`src/rtl/fractal_tile_scheduler.sv`:
```
// fractal_tile_scheduler: raster-order dispatch of pixel coordinates onto fractal engines, retiring results in order to AXI4-Stream video.
module fractal_tile_scheduler #(
  parameter int X_SIZE      = 640,
  parameter int Y_SIZE      = 480,
  parameter int COORD_W     = 10,
  parameter int NUM_ENGINES = 4,
  parameter int ITER_W      = 8
) (
  input  logic                          out_stream_aclk,
  input  logic                          periph_resetn,
  input  logic                          start,
  output logic                          busy,
  output logic                          frame_done,
  output logic [NUM_ENGINES-1:0]        eng_start,
  output logic [COORD_W-1:0]            eng_x,
  output logic [COORD_W-1:0]            eng_y,
  input  logic [NUM_ENGINES-1:0]        eng_done,
  input  logic [NUM_ENGINES*ITER_W-1:0] eng_result,
  output logic [31:0]                   out_stream_tdata,
  output logic [3:0]                    out_stream_tkeep,
  output logic                          out_stream_tvalid,
  input  logic                          out_stream_tready,
  output logic                          out_stream_tuser,
  output logic                          out_stream_tlast
);
  localparam int PW = NUM_ENGINES > 1 ? $clog2(NUM_ENGINES) : 1;
  localparam logic [COORD_W-1:0] X_LAST = COORD_W'(X_SIZE - 1);
  localparam logic [COORD_W-1:0] Y_LAST = COORD_W'(Y_SIZE - 1);
  localparam logic [PW-1:0] P_LAST = PW'(NUM_ENGINES - 1);
  typedef enum logic [1:0] {IDLE, RUN, DRAIN} frame_t;
  typedef enum logic [1:0] {FREE, BUSY, DONE} slot_t;
  frame_t state;
  slot_t slot [NUM_ENGINES];
  logic [ITER_W-1:0] res [NUM_ENGINES];
  logic [PW-1:0] dptr, rptr;
  logic [COORD_W-1:0] ix, iy, ox, oy;
  logic tend, dispatch, retire, pop;
  logic [7:0] pix;
  always_comb begin
    dispatch = state == RUN && slot[dptr] == FREE;
    pop = out_stream_tvalid && out_stream_tready;
    retire = slot[rptr] == DONE && (!out_stream_tvalid || out_stream_tready);
    pix = 8'(res[rptr]);
  end
  assign out_stream_tkeep = {4{out_stream_tvalid}};
  // Dispatch and retire walk the slots in the same round-robin order, so results leave in raster order.
  always_ff @(posedge out_stream_aclk or negedge periph_resetn) begin
    if (!periph_resetn) begin
      state <= IDLE;
      busy <= 1'b0;
      frame_done <= 1'b0;
      eng_start <= '0;
      eng_x <= '0;
      eng_y <= '0;
      ix <= '0;
      iy <= '0;
      ox <= '0;
      oy <= '0;
      dptr <= '0;
      rptr <= '0;
      tend <= 1'b0;
      out_stream_tdata <= '0;
      out_stream_tvalid <= 1'b0;
      out_stream_tuser <= 1'b0;
      out_stream_tlast <= 1'b0;
      for (int e = 0; e < NUM_ENGINES; e++) begin
        slot[e] <= FREE;
        res[e] <= '0;
      end
    end else begin
      frame_done <= 1'b0;
      eng_start <= '0;
      if (state == IDLE && start) begin
        state <= RUN;
        busy <= 1'b1;
        ix <= '0;
        iy <= '0;
        ox <= '0;
        oy <= '0;
        dptr <= '0;
        rptr <= '0;
        tend <= 1'b0;
      end
      if (dispatch) begin
        eng_start <= NUM_ENGINES'(1) << dptr;
        eng_x <= ix;
        eng_y <= iy;
        slot[dptr] <= BUSY;
        dptr <= dptr == P_LAST ? '0 : dptr + 1'b1;
        ix <= ix == X_LAST ? '0 : ix + 1'b1;
        if (ix == X_LAST) iy <= iy + 1'b1;
        if (ix == X_LAST && iy == Y_LAST) state <= DRAIN;
      end
      for (int e = 0; e < NUM_ENGINES; e++)
        if (eng_done[e] && slot[e] == BUSY) begin
          res[e] <= eng_result[e*ITER_W +: ITER_W];
          slot[e] <= DONE;
        end
      if (retire) begin
        out_stream_tdata <= {8'h00, pix, pix, pix};
        out_stream_tuser <= ox == '0 && oy == '0;
        out_stream_tlast <= ox == X_LAST;
        out_stream_tvalid <= 1'b1;
        tend <= ox == X_LAST && oy == Y_LAST;
        slot[rptr] <= FREE;
        rptr <= rptr == P_LAST ? '0 : rptr + 1'b1;
        ox <= ox == X_LAST ? '0 : ox + 1'b1;
        if (ox == X_LAST) oy <= oy + 1'b1;
      end else if (pop) out_stream_tvalid <= 1'b0;
      // tend marks the beat holding pixel (X_SIZE-1, Y_SIZE-1); its handshake closes the frame.
      if (state == DRAIN && pop && tend) begin
        state <= IDLE;
        busy <= 1'b0;
        frame_done <= 1'b1;
      end
    end
  end
endmodule

```
`config.mk`:
```
export PLATFORM = sky130hd
export DESIGN_NAME = fractal_tile_scheduler
export DESIGN_NICKNAME = d
export VERILOG_FILES = /design/src/rtl/fractal_tile_scheduler.sv
export SDC_FILE = /design/constraint.sdc
export NUM_CORES = 1
export LEC_CHECK = 0
export ABC_CLOCK_PERIOD_IN_PS = 2100
export BUFFER_PORTS_ARGS = -buffer_cell sky130_fd_sc_hd__buf_2
export CORE_MARGIN = 1.5
export CORE_UTILIZATION = 55
export CTS_CLUSTER_SIZE = 12
export DETAILED_ROUTE_END_ITERATION = 6
export PLACE_DENSITY = 0.85
export SLEW_MARGIN = 40
export SYNTH_ARGS = -nofsm -noshare
export SYNTH_HDL_FRONTEND = slang
export SYNTH_SLANG_ARGS = --single-unit
```
`constraint.sdc`:
```
create_clock -name out_stream_aclk -period 2.1 [get_ports out_stream_aclk]
set_input_delay 0.42 -clock out_stream_aclk [delete_from_list [all_inputs] [get_ports out_stream_aclk]]
set_output_delay 0.42 -clock out_stream_aclk [all_outputs]
set_load 0.01 [all_outputs]
```
== Word-level counts from Yosys, hierarchy flattened ==
Cells that the tools add are included.

* Register bits after elaboration: 140
* Input port bits: 40
* Output and inout bits: 65
* Logic and storage cells: 128

* $add $sub $neg: 6
* Order comparisons: 4
* Equal/unequal tests: 13
* Shift operators: 1
* Muxes and demuxes: 47
* Bitwise gates (word level): 7
* Reduce and logical (&&, ||, !) cells: 25

{| class="wikitable"
|+ Operator list
! cell !! count
|-
| $mux W10 || 11
|-
| $add A10 B1 Y10 const B || 4
|-
| $mux W2 || 19
|-
| $mux W8 || 4
|-
| $eq A10 B10 Y1 const B || 2
|-
| $eq A10 B9 Y1 const B || 2
|-
| $logic_not A10 Y1 || 2
|-
| $bmux W8 S2 || 1
|-
| $logic_and A1 B1 Y1 || 15
|-
| $eq A2 B1 Y1 const B || 5
|-
| $and A8 B8 Y8 || 1
|-
| $bmux W2 S2 || 2
|-
| $demux W2 S2 || 2
|-
| $eq A2 B2 Y1 const B || 4
|-
| $not A8 Y8 || 1
|-
| $reduce_bool A2 Y1 || 4
|-
| $mux W1 || 7
|-
| $ge A3 B3 Y1 const B || 2
|-
| $lt A3 B1 Y1 const B || 2
|-
| $not A2 Y3 || 2
|-
| $add A2 B1 Y2 const B || 2
|-
| $and A4 B4 Y4 || 1
|-
| $logic_not A2 Y1 || 2
|-
| $mux W4 || 1
|-
| other kinds (5) || 5
|}

== Depth between registers and ports, before layout ==
Gate-level depths: netlist of run 1.

* Depth after elaboration: 11
* Depth in mapped cells: 9
* Depth with buffers taken out: 6

== Least setup slack after synthesis of run 1 ==
No wires, ideal clock.

* Path kind: flip-flop to flip-flop
* From: register rptr[0]
* To: register oy[1]
* Setup time: 0.134 ns
* Data arrival time: 1.751 ns
* Required time: 1.966 ns
* Path slack: 0.215 ns
* Stages on the path, launching flop included: 9
* Buffers on the path: 3
* Period minus slack after synthesis: 1.885 ns
* Cells stage by stage: dfrtp_1 -> and4bb_2 -> o41a_1 -> buf_6 -> and2_4 -> buf_6 -> buf_6 -> nand2_2 -> o31ai_4

* Word-level cells in the longest chain between the ends: 7

{| class="wikitable"
|+ RTL lines
! item !! RTL line !! RTL
|-
| start: declaration || 35 || <nowiki>logic [PW-1:0] dptr, rptr;</nowiki>
|-
| start signal: assignment || 106 || <nowiki>rptr <= rptr == P_LAST ? '0 : rptr + 1'b1;</nowiki>
|-
| $not A2 Y3 (not written as such) || 42 || <nowiki>retire = slot[rptr] == DONE && (!out_stream_tvalid || out_stream_tready);</nowiki>
|-
| $bmux W2 S2 || 42 ||
|-
| $mux W2 (not written as such) (2 in series) || 42 ||
|-
| $eq A2 B2 Y1 || 42 ||
|-
| $logic_and A1 B1 Y1 || 42 ||
|-
| $mux W10 || 99 || <nowiki>if (retire) begin</nowiki>
|-
| end signal: assignment || 108 || <nowiki>if (ox == X_LAST) oy <= oy + 1'b1;</nowiki>
|-
| end: declaration || 36 || <nowiki>logic [COORD_W-1:0] ix, iy, ox, oy;</nowiki>
|}

Every way passes these cells. The select of a mux whose other input is x is not followed.
A chain may end at the register's enable or synchronous reset.

== Worst setup path after layout of run 1 ==
* From: register ix[0]
* To: register iy[5]

* Word-level cells in the longest chain between the ends: 3

{| class="wikitable"
|+ RTL lines
! item !! RTL line !! RTL
|-
| start: declaration || 36 ||
|-
| start signal: assignment || 90 || <nowiki>ix <= ix == X_LAST ? '0 : ix + 1'b1;</nowiki>
|-
| $eq A10 B10 Y1 || 91 || <nowiki>if (ix == X_LAST) iy <= iy + 1'b1;</nowiki>
|-
| $mux W10 || 91 ||
|-
| $mux W10 || 84 || <nowiki>if (dispatch) begin</nowiki>
|-
| end signal: assignment || 91 ||
|-
| end: declaration || 36 ||
|}

Every way passes these cells.

==> reports/results.tsv, run 1 <==
stage	metric	value	unit
run_status	status	finished clean	
floorplan	Die H	108	microns
worst_setup_path	Slowest cell on crit path	dfrtp_1	
logic_synthesis	Avg Synthesized Cell Area	10.5	sq um
pwr	peak supply drop	0.810	mV
logic_synthesis	Post-Synth Simple-Gate Area	18.3	%
clock_network	Max clock buf depth	2	
place	Detailed Place HPWL	9.34	mm
logic_synthesis	count of cell types in the netlist	59	
grt	antenna violations before repair	0	
sta	f_max	0.506	GHz
sta	fin crit share	94.2	%
drt	Avg WL per Cell	17.0	microns
drt	Post-route DRC	0	
grt	first-pass GRT wire length	22.9	mm
logic_synthesis	Post-synth ARST share	100	%
logic_synthesis	synth cell count leaders	124 x dfrtp_1, 119 x nand2_1, 34 x mux2_2	
sta	Slew @ Worst Pin	592	ps
logic_synthesis	synth top area cells	dfrtp_1 51%, nand2_1 7.4%, mux2_2 6.3%	
logic_synthesis	Synth Register Bits	124	
floorplan	# rows	38	
logic_synthesis	post-synthesis sequential area ratio	51.3	%
logic_synthesis	adder-cell area share of the yosys netlist	2.90	%
clock_network	Root Driver	clkbuf_8	
sta	Hold Vio Cnt, Final	0	
drt	Iter 0 DRT Violations	402	
pwr	PwrDens	1430	nW/um^2
place	RePlAce Congestion	0.833	
worst_setup_path	CP Launch Type	flop	
worst_setup_path	FF-to-FF path depth	6	
logic_synthesis	most frequent cell after synthesis	dfrtp_1	
clock_network	Sink Count	124	
drt	DRT Pass-1 Iters	5	
logic_synthesis	largest area contributor in the netlist	dfrtp_1	
clock_network	later-pin clock latency in the skew report	520	ps
grt	largest net degree at the start of global routing	64	
place	Place WS	105	ps
floorplan	core area	10800	sq um
logic_synthesis	xor/xnor share of the synthesized area	0.290	%
logic_synthesis	mux share of post-synthesis cell area	10.8	%
worst_setup_path	Worst path depth	6	
layout	final net count	723	
pwr	Tot Pwr	10400	uW
place	placed cells	788	
floorplan	Die Area	11600	sq um
layout	Layout area overhead	19.9	%
sta	Final setup viols	0	
worst_setup_path	crit path cell chain	ha_2 > nand3_2 > nor4_4 > nand3_4 > or3_1 > a21oi_1	
sta	worst setup margin	122	ps
drt	WL final	13.9	mm
worst_setup_path	critical path fanouts, max	12	
worst_setup_path	WS Path Type	reg2reg	
flow_run	max-cap check violation count	0	
floorplan	die width	108	microns
drt	Vias	4735	
sta	Fin Hold WS	125	ps
logic_synthesis	EDFF count, synth	0	
logic_synthesis	ys flop type	dfrtp_1	
sta	skew final	7.41	ps
sta	Final TNS setup	0	ps
grt	total grt overflow	0	
logic_synthesis	post-synthesis cell count	574	
clock_network	CTS tree	done	
drt	Routed Antenna Nets	0	
logic_synthesis	mapped cell area	6050	sq um
floorplan	Initial Utilization	56.1	%
place	# port buffers	96	
drt	routed vias/inst	5.77	
worst_setup_path	CP Capture Type	flop	
worst_setup_path	Data required, critical path	2540	ps
layout	layout cells sized above 1	31.7	%
grt	GRT Overall Usage	25.6	%
logic_synthesis	largest family of logic cells by synthesized area	simple AND/OR/NAND/NOR gates	
worst_hold_path	hold depth	2	
clock_network	Clk pin slew, worst setup/hold paths	60	ps
layout	Ant. Diodes	0	
clock_network	TritonCTS buffer count	17	
worst_setup_path	Critical Path Max Stage Delay	420	ps
worst_setup_path	critical path's top delay family	simple AND/OR/NAND/NOR gates	
grt	vias in the first global route	4744	
floorplan	Ports	105	
logic_synthesis	Yosys warnings	0	
logic_synthesis	top cell type's share of synthesized area	51.3	%
clock_network	CTS H-tree lvls	4	
worst_setup_path	CP Buf/Inv Count	0	
worst_hold_path	hold crit path type	in2reg	
layout	Final Non-Filler Cells	821	
worst_setup_path	CP Data Arrival Time	2420	ps
sta	crit path time final	1980	ps
sta	Rel. slew slack	60.4	%
sta	max-slew violation count	0	
sta	RSZ-0062 raised after global routing	no	
logic_synthesis	post-synthesis compound-gate area fraction	9.74	%
pwr	P_leak	0.00358	uW
[where the power goes]
group | internal [uW] | switching, uW | total, uW
sequential | 3080 | 557 | 3640
combinational | 1700 | 2070 | 3770
clock | 1890 | 1050 | 2940
total | 6670 | 3680 | 10400
[routing by layer]
layer  routed length (microns)  vias to the layer above  global-route usage [%]  share of wire (%)
met3                       714                       38                    5.99                5.1
met4                       432                        0                    11.2                3.1
met5                         0                        -                       0                  0
met1                      5630                     2333                    32.1                 40
met2                      7150                      189                    42.3                 51
li1                          -                     2175                       -                  -
[area by class of cell]
class / count / area (sq um)
Tap cell: 140 / 175
Multi-Input combinational cell: 389 / 2620
Clock buffer: 20 / 455
Clock inverter: 11 / 143
Fill cell: 764 / 3540
Timing Repair Buffer: 121 / 698
Inverter: 16 / 60.1
Sequential cell: 124 / 3100
[metrics by stage]
step	cell area (sq um)	util, %
6_report	7250	67.2
5_1_grt	7250	67.2
4_1_cts	7210	66.8
3_5_place_dp	6600	61.2
3_3_place_gp	6600	61.2
2_1_floorplan	6080	-
[logic make-up after synthesis]
logic type,count (synthesis)
muxes,50
and+or+nand+nor,230
DFF,124
AOI/OAI and AO/OA,85
other,1
adders and majority gates,14
buffers and inverters,68
xor gates and xnor gates,2
[path summary, 6_finish.rpt]
check                                      start                   end  slack [ps]
worst min-delay path               eng_result[5]               res[29]         130
worst max register to register             ix[0]                 iy[5]         120
worst min register to register  out_stream_tuser      out_stream_tuser         470
worst max-delay path                       ix[0]                 iy[5]         120
max in group asynchronous          periph_resetn                 ix[4]        1360
min in group asynchronous          periph_resetn  out_stream_tdata[19]         460
[placed cells by master (no fill, tap or decap), drive strengths merged, types with 6 or more instances in the layout]
cell and count:
a21oi 22, buf 120, clkinv 6, clkbuf 20, nor2 24, o21ai 18, nor4 6, nand4 9
conb 8, inv 16, nand3 26, a21o 6, o31ai 9, mux4 9, nor3 6, nand2 120
and3 11, mux2 34, mux2i 7, ha 14, dfrtp 124
[timing repair]
item	in CTS	in global routing
gates resized for setup	0	8
setup endpoints to repair	0	22
hold endpoints to repair	124	0
hold buffers	1	0
setup buffers	0	1
[flip-flops by register name, indices dropped and copies added (netlist names), 2 cells and up]
register and flops:
dptr 2, eng_start 4, eng_x 10, eng_y 10, ix 10, iy 10
out_stream_tdata 8, ox 10, oy 10, res 32, rptr 2, slot 8
state 2
No activity file was read; power rests on OpenSTA's default activity.
==> run 2, diff against run 1 <==
- PLACE_DENSITY: 0.85 -> 0.79
- SLEW_MARGIN: 40 -> default
==> run 2 against run 1 <==
Net effect:
- the run now ends with setup timing left
- clock skew grew 2.0 ps
- worst hold slack lost 15 ps
- sequential power is essentially flat
- sequential share of layout area shrank 0.33 points
- global-route usage shrank 0.11 points
- worst setup slack lost 130 ps
- utilization grew 0.50 points
- critical path type unchanged
- largest cell class unchanged
- largest power group unchanged
==> reports/results.tsv, run 2 (synthesis gave the netlist of run 1 again) <==
stage	metric	value	unit	change
pwr	Gate power share	35.2	%	was 36.4%
worst_setup_path	Critical Path Max Stage Delay	540	ps	was 420 ps
floorplan	Ports	105		unchanged
sta	RSZ-0062 raised after global routing	yes		was no
layout	Final Non-Filler Cells	824		was 821
worst_hold_path	Hold Startpoint	eng_result[21]		was eng_result[5]
worst_setup_path	Data required, critical path	2520	ps	was 2540 ps
clock_network	Max clock buf depth	2		unchanged
worst_setup_path	FF-to-FF path depth	5		was 6
pwr	PwrDens	1430	nW/um^2	about the same
layout	# fillers	815		was 764
pwr	Power Internal	6740	uW	was 6670 uW
floorplan	die width	108	microns	unchanged
drt	WL final	13.8	mm	was 13.9 mm
sta	max-slew violation count	0		unchanged
layout	Ant. Diodes	0		unchanged
drt	Iter 0 DRT Violations	243		was 402
grt	first-pass GRT wire length	22.3	mm	was 22.9 mm
drt	Avg WL per Cell	16.8	microns	was 17.0 microns
place	placed cells	788		unchanged
layout	layout cells sized above 1	32.0	%	was 31.7%
worst_setup_path	CP Launch Type	flop		unchanged
worst_hold_path	hold path endpoint	res[13]		was res[29]
drt	routed vias/inst	5.58		was 5.77
layout	final net count	725		was 723
flow_run	max-cap check violation count	0		unchanged
place	Detailed Place HPWL	9.30	mm	was 9.34 mm
drt	Post-route DRC	0		unchanged
pwr	P_sw	3730	uW	was 3680 uW
layout	Final Cell Area	7300	sq um	was 7250 sq um
sta	worst setup margin	-10.4	ps	was 122 ps
layout	most common cell after layout, fill and taps aside	dfrtp_1		unchanged
pwr	peak supply drop	0.943	mV	was 0.810 mV
worst_setup_path	critical path fanouts, max	18		was 12
grt	antenna violations before repair	0		unchanged
run_status	status	complete, but fails checks		was finished clean
worst_setup_path	crit path cell chain	and4bb_2 > o41a_1 > and2_4 > buf_4 > mux2_2		was ha_2 > nand3_2 > nor4_4 > nand3_4 > or3_1 > a21oi_1
sta	Slew @ Worst Pin	656	ps	was 592 ps
place	placed cell area	6590	sq um	was 6600 sq um
worst_hold_path	hold depth	2		unchanged
layout	Largest Register	res		unchanged
sta	Rel. slew slack	56.2	%	was 60.4%
run_status	failing checks	setup timing		
layout	utilization after layout	67.7	%	was 67.2%
grt	largest net degree at the start of global routing	58		was 64
clock_network	Sink Count	124		unchanged
sta	Final setup viols	1		was 0
drt	Vias	4598		was 4735
layout	most frequent cells in the layout	124 x dfrtp_1, 118 x nand2_1, 95 x buf_2		was 123 x dfrtp_1, 118 x nand2_1, 95 x buf_2
pwr	Switching Share	35.6	%	was 35.5%
place	# port buffers	96		unchanged
worst_setup_path	Slowest cell on crit path	o41a_1		was dfrtp_1
pwr	Reg power frac	34.9	%	was 35.2%
layout	max reg flops	32		unchanged
sta	Fin Hold WS	110	ps	was 125 ps
layout	Layout area overhead	20.7	%	was 19.9%
worst_setup_path	reg2reg end	oy[0]		was iy[5]
pwr	P_leak	0.00360	uW	was 0.00358 uW
worst_setup_path	Reg2Reg Setup Slack	-10	ps	was 120 ps
drt	DRT Pass-1 Iters	4		was 5
grt	vias in the first global route	4695		was 4744
sta	f_max	0.474	GHz	was 0.506 GHz
drt	Routed Antenna Nets	0		unchanged
sta	crit path time final	2110	ps	was 1980 ps
layout	multi-input logic area	2630	sq um	was 2620 sq um
grt	GRT Overall Usage	25.4	%	was 25.6%
clock_network	Clk pin slew, worst setup/hold paths	60	ps	about the same
sta	skew final	9.42	ps	was 7.41 ps
floorplan	Die Area	11600	sq um	unchanged
worst_setup_path	R2R Path Start	rptr[0]		was ix[0]
worst_setup_path	CP Data Arrival Time	2530	ps	was 2420 ps
clock_network	TritonCTS buffer count	17		unchanged
worst_setup_path	CP Capture Type	flop		unchanged
pwr	Tot Pwr	10500	uW	was 10400 uW
clock_network	later-pin clock latency in the skew report	540	ps	was 520 ps
worst_setup_path	WS Path Type	reg2reg		unchanged
floorplan	# rows	38		unchanged
floorplan	Initial Utilization	56.1	%	unchanged
place	RePlAce Congestion	0.848		was 0.833
pwr	Clk pwr share	29.9	%	was 28.4%
clock_network	Root Driver	clkbuf_8		unchanged
clock_network	CTS H-tree lvls	4		unchanged
worst_hold_path	hold crit path type	in2reg		unchanged
floorplan	Die H	108	microns	unchanged
floorplan	core area	10800	sq um	unchanged
sta	fin crit share	100	%	was 94.2%
layout	register area	3100	sq um	about the same
grt	total grt overflow	0		unchanged
sta	Hold Vio Cnt, Final	0		unchanged
clock_network	CTS tree	done		unchanged
run 2: changes by cell type in the layout (fill, tap and decap cells not counted), moves of 2 or more:
cell,change
inv_6,+5
clkinv_2,-4
buf_4,+3
clkbuf_8,-2
run 2: timing repair:
action / 4_1_cts / 5_1_grt
hold endpoints to repair: 39 / 0
resized for setup: 0 / 10
hold buffers: 1 / 0
setup buffers: 0 / 3
setup endpoints to repair: 0 / 19
run 2: per-layer routing:
| layer | vias up | share of wire, % | GRT usage [%] |
|---|---|---|---|
| li1 | 2177 | - | - |
| met1 | 2266 | 40 | 29.3 |
| met2 | 116 | 52 | 43.3 |
| met3 | 39 | 4.2 | 6.42 |
| met4 | 0 | 3.6 | 14.2 |
| met5 | - | 0 | 0 |
run 2: critical path, delay by kind of cell, from the launching register on:
kind                   cells  cell delay, ps
AND/OR/NAND/NOR            2             560
AO/OA/AOI/OAI              1             540
flip-flops                 1             470
multiplexers               1             250
buffers and inverters      1             160
run 2: worst max-delay path by stage:
stage          slack (ps)  endpoint    start
2_1_floorplan         210     oy[1]  rptr[0]
3_3_place_gp          150     ix[9]  dptr[1]
3_5_place_dp           60     ix[5]  dptr[1]
4_1_cts                30     ix[9]  dptr[1]
5_1_grt               -60     oy[0]  rptr[0]
6_report              -10     oy[0]  rptr[0]
run 2: power by group through the flow:
| stage | clock network [uW] | registers, uW | logic, uW |
|---|---|---|---|
| 6_report | 3130 | 3650 | 3690 |
| 5_1_grt | 3260 | 3740 | 4050 |
| 4_1_cts | 3160 | 3620 | 3630 |
| 3_5_place_dp | 0 | 3640 | 3590 |
| 3_3_place_gp | 0 | 3560 | 3420 |
| 2_1_floorplan | 0 | 3580 | 2610 |
run 2: cell type report:
| type | count | share of cell area (%) |
|---|---|---|
| clock buffer | 18 | 5.86 |
| inverter | 16 | 0.822 |
| tap | 140 | 2.40 |
| multi-input combinational | 389 | 36.0 |
| sequential | 124 | 42.5 |
| clock inverter | 14 | 2.83 |
| timing repair buffer | 123 | 9.59 |
run 2: stage by stage:
stage	TNS, ps	worst slack, ps
4_1_cts	0	30.6
2_1_floorplan	0	215
3_3_place_gp	0	146
3_5_place_dp	0	61.7
5_1_grt	-249	-59.0
6_report	-10.4	-10.4
==> run 3, diff against run 2 <==
- ABC_CLOCK_PERIOD_IN_PS: 2100 -> 2400
- clock period: 2.1 -> 2.4 ns (I/O delays scaled with it)
==> run 3 against run 2 <==
Net effect:
- the flow now finishes without violations
- first-iteration DRC count grew 7.4%
- die area unchanged
- clock power shrank 21%
- flip-flop and latch count stayed put
- worst setup slack better by 200 ps
- critical endpoint is now ix[2]
- largest power group is now sequential cells
==> reports/results.tsv, run 3 (synthesis gave the netlist of run 1 again) <==
stage	metric	value	unit	change
run_status	status	finished clean		was complete, but fails checks
clock_network	Post-CTS Setup Inserts	0		unchanged
clock_network	Post-CTS Resized	0		unchanged
flow_run	max-cap check violation count	0		unchanged
clock_network	TritonCTS buffer count	17		unchanged
sta	max-slew violation count	0		unchanged
grt	total grt overflow	0		unchanged
clock_network	Clk pin slew, worst setup/hold paths	60	ps	about the same
layout	Ant. Diodes	0		unchanged
sta	crit path time final	2210	ps	was 2110 ps
drt	Vias	4608		was 4598
sta	skew final	7.40	ps	was 9.42 ps
floorplan	Die Area	11600	sq um	unchanged
layout	final net count	716		was 725
worst_setup_path	CP Launch Type	flop		unchanged
pwr	Gate power share	35.2	%	about the same
sta	worst setup margin	191	ps	was -10.4 ps
drt	Routed Antenna Nets	0		unchanged
floorplan	Ports	105		unchanged
worst_setup_path	critical path fanouts, max	16		was 18
worst_hold_path	hold depth	2		unchanged
drt	Post-route DRC	0		unchanged
worst_setup_path	reg2reg end	ix[2]		was oy[0]
pwr	P_sw	3160	uW	was 3730 uW
sta	RSZ-0062 raised after global routing	no		was yes
sta	fin crit share	92.0	%	was 100%
clock_network	Sink Count	124		unchanged
sta	Rel. slew slack	59.2	%	was 56.2%
grt	antenna violations before repair	0		unchanged
clock_network	Root Driver	clkbuf_8		unchanged
place	Detailed Place HPWL	8.82	mm	was 9.30 mm
clock_network	later-pin clock latency in the skew report	530	ps	was 540 ps
place	Place WS	273	ps	was 61.7 ps
layout	Layout area overhead	17.9	%	was 20.7%
sta	Slew @ Worst Pin	611	ps	was 656 ps
grt	largest net degree at the start of global routing	47		was 58
floorplan	# rows	38		unchanged
drt	Iter 0 DRT Violations	261		was 243
drt	routed vias/inst	5.65		was 5.58
drt	DRT Pass-1 Iters	5		was 4
sta	Final TNS setup	0	ps	was -10.4 ps
worst_setup_path	CP Data Arrival Time	2610	ps	was 2530 ps
sta	f_max	0.453	GHz	was 0.474 GHz
clock_network	CTS H-tree lvls	4		unchanged
drt	Avg WL per Cell	16.0	microns	was 16.8 microns
grt	first-pass GRT wire length	21.7	mm	was 22.3 mm
floorplan	core area	10800	sq um	unchanged
floorplan	Die H	108	microns	unchanged
pwr	peak supply drop	0.851	mV	was 0.943 mV
pwr	Reg power frac	36.3	%	was 34.9%
clock_network	Max clock buf depth	2		unchanged
floorplan	Initial Utilization	56.1	%	unchanged
layout	layout cells sized above 1	30.2	%	was 32.0%
place	# port buffers	96		unchanged
pwr	Power Internal	5550	uW	was 6740 uW
worst_setup_path	FF-to-FF path depth	6		was 5
worst_hold_path	hold crit path type	in2reg		unchanged
layout	Largest Register	res		unchanged
layout	# fillers	799		was 815
pwr	Switching Share	36.3	%	was 35.6%
pwr	PwrDens	1220	nW/um^2	was 1430 nW/um^2
place	RePlAce Congestion	0.827		was 0.848
layout	most frequent cells in the layout	124 x dfrtp_1, 119 x nand2_1, 95 x buf_2		was 124 x dfrtp_1, 118 x nand2_1, 95 x buf_2
floorplan	die width	108	microns	unchanged
drt	WL final	13.0	mm	was 13.8 mm
layout	max reg flops	32		unchanged
grt	vias in the first global route	4657		was 4695
layout	most common cell after layout, fill and taps aside	dfrtp_1		unchanged
pwr	P_leak	0.00352	uW	was 0.00360 uW
pwr	Clk pwr share	28.5	%	was 29.9%
worst_setup_path	CP Capture Type	flop		unchanged
clock_network	CTS tree	done		unchanged
grt	GRT Overall Usage	24.4	%	was 25.4%
worst_setup_path	WS Path Type	reg2reg		unchanged
worst_setup_path	R2R Path Start	dptr[1]		was rptr[0]
worst_setup_path	Reg2Reg Setup Slack	190	ps	was -10 ps
sta	Hold Vio Cnt, Final	0		unchanged
worst_hold_path	hold path endpoint	res[27]		was res[13]
sta	Fin Hold WS	175	ps	was 110 ps
worst_hold_path	Hold Startpoint	eng_result[3]		was eng_result[21]
worst_setup_path	Data required, critical path	2800	ps	was 2520 ps
sta	Final setup viols	0		was 1
clock_network	CTS Hold Bufs	1		unchanged
-- run 3: cell count changes in the layout (fill, tap and decap cells not counted), moves of 2 or more --
cell | before | now
inv_6 | 5 | 3
buf_4 | 26 | 17
clkinv_2 | 0 | 2
clkinv_4 | 1 | 4
bufinv_16 | 4 | 2
-- run 3: area by class of cell --
class | instances | area [sq um] | area share, %
Clock inverter | 15 | 165 | 2.32
Inverter | 16 | 60.1 | 0.842
Timing Repair Buffer | 114 | 633 | 8.88
Sequential cell | 124 | 3100 | 43.5
Clock buffer | 17 | 414 | 5.81
Multi-Input combinational cell | 389 | 2580 | 36.2
Tap cell | 140 | 175 | 2.46
-- run 3: critical path, stage by stage, from the launching register on --
cell	delay, ps
dfrtp_1	400
inv_1	150
mux4_2	610
and2_1	360
buf_4	260
a21oi_1	210
mux2i_1	100
-- run 3: metrics by stage --
| stage | util [%] | instances | instance area, sq um | power (uW) |
|---|---|---|---|---|
| after global placement | 60.6 | 782 | 6540 | 6030 |
| final | 66.1 | 815 | 7130 | 8710 |
| after floorplan | - | 581 | 6080 | 5420 |
| after CTS | 66.1 | 815 | 7130 | 8750 |
| after detailed placement | 60.6 | 782 | 6540 | 6200 |
| after global routing | 66.1 | 815 | 7130 | 9230 |
-- run 3: power by group through the flow --
stage / Sequential [uW] / Combinational, uW / Clock, uW
after detailed placement: 3170 / 3030 / 0
final: 3160 / 3070 / 2480
after global placement: 3130 / 2910 / 0
after floorplan: 3130 / 2290 / 0
after global routing: 3250 / 3370 / 2620
after CTS: 3150 / 3080 / 2520
-- run 3: worst max path at each step --
| stage | start | to | cells after the start | slack, ps |
|---|---|---|---|---|
| 2_1_floorplan | rptr[0] | oy[1] | 8 | 510 |
| 3_3_place_gp | dptr[1] | ix[5] | 5 | 390 |
| 3_5_place_dp | dptr[1] | ix[2] | 6 | 270 |
| 4_1_cts | dptr[1] | ix[2] | 6 | 210 |
| 5_1_grt | dptr[1] | ix[2] | 6 | 110 |
| 6_report | dptr[1] | ix[2] | 6 | 190 |
-- run 3: metal layers --
| layer | routed length [microns] | GRT usage (%) | up-vias |
|---|---|---|---|
| met1 | 5370 | 29.5 | 2280 |
| li1 | - | - | 2157 |
| met3 | 640 | 6.60 | 25 |
| met4 | 240 | 9.77 | 0 |
| met5 | 0 | 0 | - |
| met2 | 6750 | 41.5 | 146 |
